**config.mk**
```make
export PLATFORM = sky130hd
export DESIGN_NAME = fetch_unit
export DESIGN_NICKNAME = d
export VERILOG_FILES = /design/src/rtl/fetch_unit.sv
export SDC_FILE = /design/constraint.sdc
export NUM_CORES = 1
export LEC_CHECK = 0
export CAP_MARGIN = 20
export CORE_AREA = 2 2 125 127
export DETAILED_ROUTE_END_ITERATION = 6
export DIE_AREA = 0 0 127 129
export GPL_ROUTABILITY_DRIVEN = 0
export PLACE_DENSITY = 0.65
export SYNTH_ARGS = -nofsm -noshare
export SYNTH_HDL_FRONTEND = slang
export SYNTH_SLANG_ARGS = --single-unit
```
**constraint.sdc**
```tcl
create_clock -name Clk -period 2.9 [get_ports Clk]
set_input_delay 0.725 -clock Clk [delete_from_list [all_inputs] [get_ports Clk]]
set_output_delay 0.725 -clock Clk [all_outputs]
set_load 0.02 [all_outputs]
```
**src/rtl/fetch_unit.sv**
```systemverilog
// fetch_unit: instruction-fetch stage of the 9-bit core.
// Holds the program counter and drives it to a combinational instruction ROM.
// Forwards the fetched word to the decoder, or NOP_WORD outside RUN.
// Taken branches jump to an absolute address read from a writable target LUT.
// Done is sticky and is cleared only by Reset.
// There is no valid/ready handshake here. Stall is a plain level input that
// holds the PC for the cycle it is high. LutWrEn is a single-cycle write strobe.
module fetch_unit #(
  parameter int                   PC_W      = 10,
  parameter int                   INSTR_W   = 9,
  parameter int                   LUT_IDX_W = 4,
  parameter logic [INSTR_W-1:0]   HALT_WORD = 9'h0FF,
  parameter logic [INSTR_W-1:0]   NOP_WORD  = 9'h000
) (
  input  logic                  Clk,
  input  logic                  Reset,
  input  logic                  Stall,
  input  logic                  BranchEn,
  input  logic                  Taken,
  input  logic [LUT_IDX_W-1:0]  TargetIdx,
  input  logic                  LutWrEn,
  input  logic [LUT_IDX_W-1:0]  LutWrIdx,
  input  logic [PC_W-1:0]       LutWrData,
  input  logic [INSTR_W-1:0]    InstrIn,
  output logic [PC_W-1:0]       ProgCtr,
  output logic [INSTR_W-1:0]    InstrOut,
  output logic                  Done,
  output logic [1:0]            StateDbg
);

  typedef enum logic [1:0] {
    IDLE = 2'd0,
    RUN  = 2'd1,
    HALT = 2'd2
  } state_t;

  localparam int LUT_DEPTH = 1 << LUT_IDX_W;
  localparam logic [PC_W-1:0] PC_MAX = '1;

  state_t            state, state_nxt;
  logic [PC_W-1:0]   pc, pc_nxt;
  logic              done, done_nxt;
  logic [PC_W-1:0]   lut [LUT_DEPTH];
  logic [PC_W-1:0]   branch_target;
  logic              is_halt_word;
  logic              at_rom_end;

  // Read the target before this edge's write lands, so a same-cycle write to
  // the same index is seen only from the next cycle onward.
  assign branch_target = lut[TargetIdx];
  assign is_halt_word  = (InstrIn == HALT_WORD);
  assign at_rom_end    = (pc == PC_MAX);

  // Target LUT is written in every state, Reset included, and never cleared.
  always_ff @(posedge Clk) begin
    if (LutWrEn) begin
      lut[LutWrIdx] <= LutWrData;
    end
  end

  // State, program counter and sticky Done register.
  always_ff @(posedge Clk) begin
    if (Reset) begin
      state <= IDLE;
      pc    <= '0;
      done  <= 1'b0;
    end else begin
      state <= state_nxt;
      pc    <= pc_nxt;
      done  <= done_nxt;
    end
  end

  // Next-state and next-PC selection. Halt word outranks stall, stall outranks
  // branch, and sequential fetch at the last ROM address halts instead of wrapping.
  always_comb begin
    state_nxt = state;
    pc_nxt    = pc;
    done_nxt  = done;
    unique case (state)
      IDLE: begin
        state_nxt = RUN;
      end
      RUN: begin
        if (is_halt_word) begin
          done_nxt  = 1'b1;
          state_nxt = HALT;
        end else if (Stall) begin
          pc_nxt = pc;
        end else if (BranchEn && Taken) begin
          pc_nxt = branch_target;
        end else if (at_rom_end) begin
          done_nxt  = 1'b1;
          state_nxt = HALT;
        end else begin
          pc_nxt = pc + PC_W'(1);
        end
      end
      HALT: begin
        state_nxt = HALT;
      end
      default: begin
        state_nxt = IDLE;
      end
    endcase
  end

  // Decoder sees the ROM word only while running; otherwise it sees a NOP.
  always_comb begin
    InstrOut = NOP_WORD;
    if (state == RUN) begin
      InstrOut = InstrIn;
    end
  end

  assign ProgCtr  = pc;
  assign Done     = done;
  assign StateDbg = state;

endmodule

```
# Word level (Yosys, flattened, before mapping)
# Memories as Yosys holds them, arrays and structs flattened.
# Index checks and enable logic that the tools add are counted.
# W data, S select, Z words.
# op_classes
n_eq_ne	10
reduce_logical	6
shift	0
n_addsub	1
div_mod_pow	0
muxes	14
bitwise	2
magnitude_cmp	0
multipliers	0
# ops
cell	count
$mux W10	2
$add A10 B1 Y10 const B	1
$eq A10 B10 Y1 const B	1
$eq A9 B8 Y1 const B	1
$mux W9	1
$ne A3 B3 Y1 const B	3
$mux W2	4
$reduce_and A4 Y1	2
$mux W1	6
$pmux W2 S3	1
$ne A2 B1 Y1 const B	2
$reduce_and A3 Y1	1
$eq A2 B1 Y1 const B	1
$eq A2 B2 Y1 const B	1
$logic_not A2 Y1	1
$ne A2 B2 Y1 const B	1
$not A1 Y1	2
$reduce_bool A2 Y1	1
$logic_and A1 B1 Y1	1
# totals
ramBits	160
memories	1
rom_bits	0
output_inout_bits	22
reg_bits	13
latch_bits	0
# mem_list
name	words	width	read_ports	rd_clocked_by_memory_dff	write_ports	line_no	rtl
lut	16	10	1	0	1	43	logic [PC_W-1:0] lut [LUT_DEPTH];

# Longest topological paths before layout
# Gate-level depths: netlist of run 1.
# logic_depth
ltp_word	6
depth_mapped	8

# Worst setup path before layout of run 1
# Ideal clock, no wire load.
# synth_path
path_type	input port to flip-flop
from	input LutWrIdx[2]
to	memory lut[0][0] (enable)
path_slack_ns	0.542
t_arrival_ns	1.969
stages	2
path_cell_list	or3b_2 > nor3_1
# synth_rtl
item	line_no	rtl
from (decl)	22	input logic [LUT_IDX_W-1:0] LutWrIdx,
to (decl)	43	
# No word-level cell before the write port.

# Worst setup path in the final report of run 1
# layout_path
from	register state[1] (netlist: StateDbg[1])
to	output InstrOut[1]
# layout_via
elab_chain_len	2
# layout_rtl
item	line_no	rtl
from (decl)	40	state_t state, state_nxt;
from (signal assigned)	68	state <= state_nxt;
$eq A2 B1 Y1	111	if (state == RUN) begin
$mux W9	111	
to (decl)	26	output logic [INSTR_W-1:0] InstrOut,
# No other way between the ends.

==> results of run 1 <==
per-layer routing:
layer | vias to the layer above | routed length, um
met4 | 0 | 247
met1 | 2017 | 6700
met5 | - | 0
met2 | 131 | 7300
met3 | 22 | 806
li1 | 1752 | -
layout make-up:
class | count | share of cell area [%]
inverters | 5 | 0.219
clock inverters | 12 | 1.15
multi-input cells | 187 | 22.7
repair buffers | 81 | 9.05
clock buffers | 20 | 5.09
well taps | 188 | 2.74
flip-flops and latches | 173 | 59.1
layout by cell type, fill, tap and decap left out, drive strengths merged, types with 3 or more instances in the layout:
| cell type | n |
|---|---|
| edfxtp | 160 |
| clkdlybuf4s50 | 53 |
| mux4 | 40 |
| buf | 28 |
| nor2 | 25 |
| clkbuf | 20 |
| mux2i | 16 |
| dfxtp | 13 |
| and2 | 11 |
| nand2 | 10 |
| nand3 | 10 |
| clkinv | 8 |
| nor3 | 7 |
| o21ai | 7 |
| a21oi | 6 |
| inv | 5 |
| a221oi | 5 |
| or3 | 4 |
| o211ai | 4 |
| nand2b | 3 |
| nand3b | 3 |
| a311oi | 3 |
| a211oi | 3 |
| ha | 3 |
| clkinvlp | 3 |
state kept, by name, summed over array words and instances, names as in the netlist:
| name | flops |
|---|---|
| Done | 1 |
| ProgCtr | 10 |
| StateDbg | 2 |
| lut | 160 |
path summary, 6_finish.rpt:
kind              slack [ns]   startpoint     endpoint
hold reg to reg         0.47         Done         Done
setup / recovery        0.23  StateDbg[1]  InstrOut[1]
hold / removal          0.47         Done         Done
setup reg to reg        0.74   ProgCtr[0]   ProgCtr[3]
worst max-delay path, cell delays in order, from the launching register on:
cell,delay [ns]
dfxtp_1,0.32
inv_1,0.08
ha_1,0.33
and2_1,0.18
clkdlybuf4s50_1,0.60
power by group:
group          internal (mW)  switching, mW
Sequential              2.79         0.0377
Combinational          0.291          0.312
Clock                   1.17          0.888
logic make-up (layout without fill, tap and decap cells):
kind of cell    after synthesis  count (layout)
compound gates               44              44
buf+inv                      23             118
flops                       173             173
mux                          58              58
simple gates                 82              82
fa+ha+maj                     3               3
per-stage QoR:
stage | instance area, um2 | util [%] | std cells | hold slack, ns | setup WS (ns)
2_1_floorplan | 7220 | - | 383 | 0.570 | 0.542
5_1_grt | 8580 | 57.3 | 666 | 0.505 | 0.0376
4_1_cts | 8580 | 57.3 | 666 | 0.481 | 0.187
3_5_place_dp | 8040 | 53.7 | 634 | 0.465 | 0.139
3_3_place_gp | 8040 | 53.7 | 634 | 0.454 | 0.203
6_report | 8580 | 57.3 | 666 | 0.474 | 0.232
==> flow_summary.json, run 1 <==
{
  "yosysTopAreaCell": "edfxtp_1",
  "synth_top_family_by_area": "multiplexers",
  "dr.pass1.iters": 4,
  "crit_fanout": 12,
  "drt-initial-drc-count": 413,
  "grtUsageTotal_pct": 19.5,
  "async_reset_ff_share_pct": 0,
  "grt_pass1_wl_um": 22800,
  "report.final.setup_viol": 0,
  "min_period_ns": 2.67,
  "die_area_um2": 16400,
  "worstHoldPathCells": 2,
  "vias": 3922,
  "ys_seq_area_share_pct": 70.1,
  "grt_use_met2_pct": 30.9,
  "yosys-top-cells-area": "edfxtp_1 (67%), mux4_2 (7.8%), mux4_1 (5.5%), dfxtp_1 (3.6%), mux2i_1 (2.2%)",
  "skew_ns": 0.00895,
  "rows": 45,
  "synth_warnings": 0,
  "antenna_found_initial": 0,
  "power_per_cell_area_nw_per_um2": 640,
  "grt_max_degree": 36,
  "syn-cell-area_um2": 7220,
  "rsz0062_at_grt": "no",
  "cts_buffers": 17,
  "hpwl_um": 9590,
  "synth_mux_area_share_pct": 15.8,
  "ir_drop_uv": 409,
  "post-route-period-util_pct": 92.0,
  "viasPerCell": 5.89,
  "grt_overflow": 0,
  "hold_buffers": 0,
  "initial_core_util_pct": 48.2,
  "synth_top_area_share_pct": 66.5,
  "yosys.area_share.xor_xnor_pct": 0,
  "ys_types": 52,
  "yosysMostFrequentCell": "edfxtp_1",
  "synthAdderAreaFrac_pct": 0.520,
  "numClockSinks": 173,
  "cp-end-kind": "output pin",
  "synth-simple-area-share_pct": 5.93,
  "drive_gt1_share_pct": 19.0,
  "filler_cell_count": 1104,
  "place.port_buffers": 54,
  "clk_path_buf_depth": 2,
  "cts_setup_buffers": 0,
  "die_h_um": 129,
  "grt_pass1_vias": 3866,
  "drc_errors": 0,
  "cp.arrival_ns": 1.94,
  "tightest_slew_ns": 0.608,
  "fmax_ghz": 0.375,
  "multi_input_area_um2": 1950,
  "synth-compound-area-share_pct": 4.57,
  "area_growth_pct": 18.7,
  "use_met3_pct": 4.41,
  "maxSlewHeadroom_pct": 59.3,
  "clkTransAtPathRegs_ns": 0.06,
  "synth_area_per_cell_um2": 18.9,
  "synth_edf_count": 160,
  "wl_per_cell_um": 22.6,
  "synthTopCellsByCount": "edfxtp_1 (160), mux4_2 (25), nor2_1 (24)",
  "leakagePower_nw": 2.82,
  "startpoint_type": "register",
  "clk_latency_ns": 0.43,
  "regArea_um2": 5060,
  "hold_viol_final": 0,
  "top_usage_layer": "met2",
  "dieWidth_um": 127,
  "cts_resized": 0,
  "hp-class": "register to register",
  "slew_violations": 0,
  "status": "finished, final reports clean",
  "critPathKind": "register to output pin",
  "antenna_left": 0,
  "reg2reg_depth": 6,
  "synth_cells": 383,
  "total_power_mw": 5.49,
  "wl_um": 15100,
  "root_buffer": "clkbuf_16",
  "required_ns": 2.17,
  "global_route.usage.met1_pct": 27.1,
  "coreArea_um2": 15000,
  "num_io_pins": 55,
  "drv_cap": 0,
  "cts_tree": "done",
  "syn_nets": 419,
  "finalSetupTns_ns": 0,
  "finalNetCount": 501,
  "synth_seq_cells": 173,
  "ys.flop_type": "edfxtp_1",
  "n_antenna_cell": 0,
  "cts_max_level": 4
}
Power figures use the tool's default switching activity.
==> run 2: changes to the inputs <==
SLEW_MARGIN = 20   (was default)
==> results of run 2 <==
Final layout, timing and power as in run 1 (identical DEF).
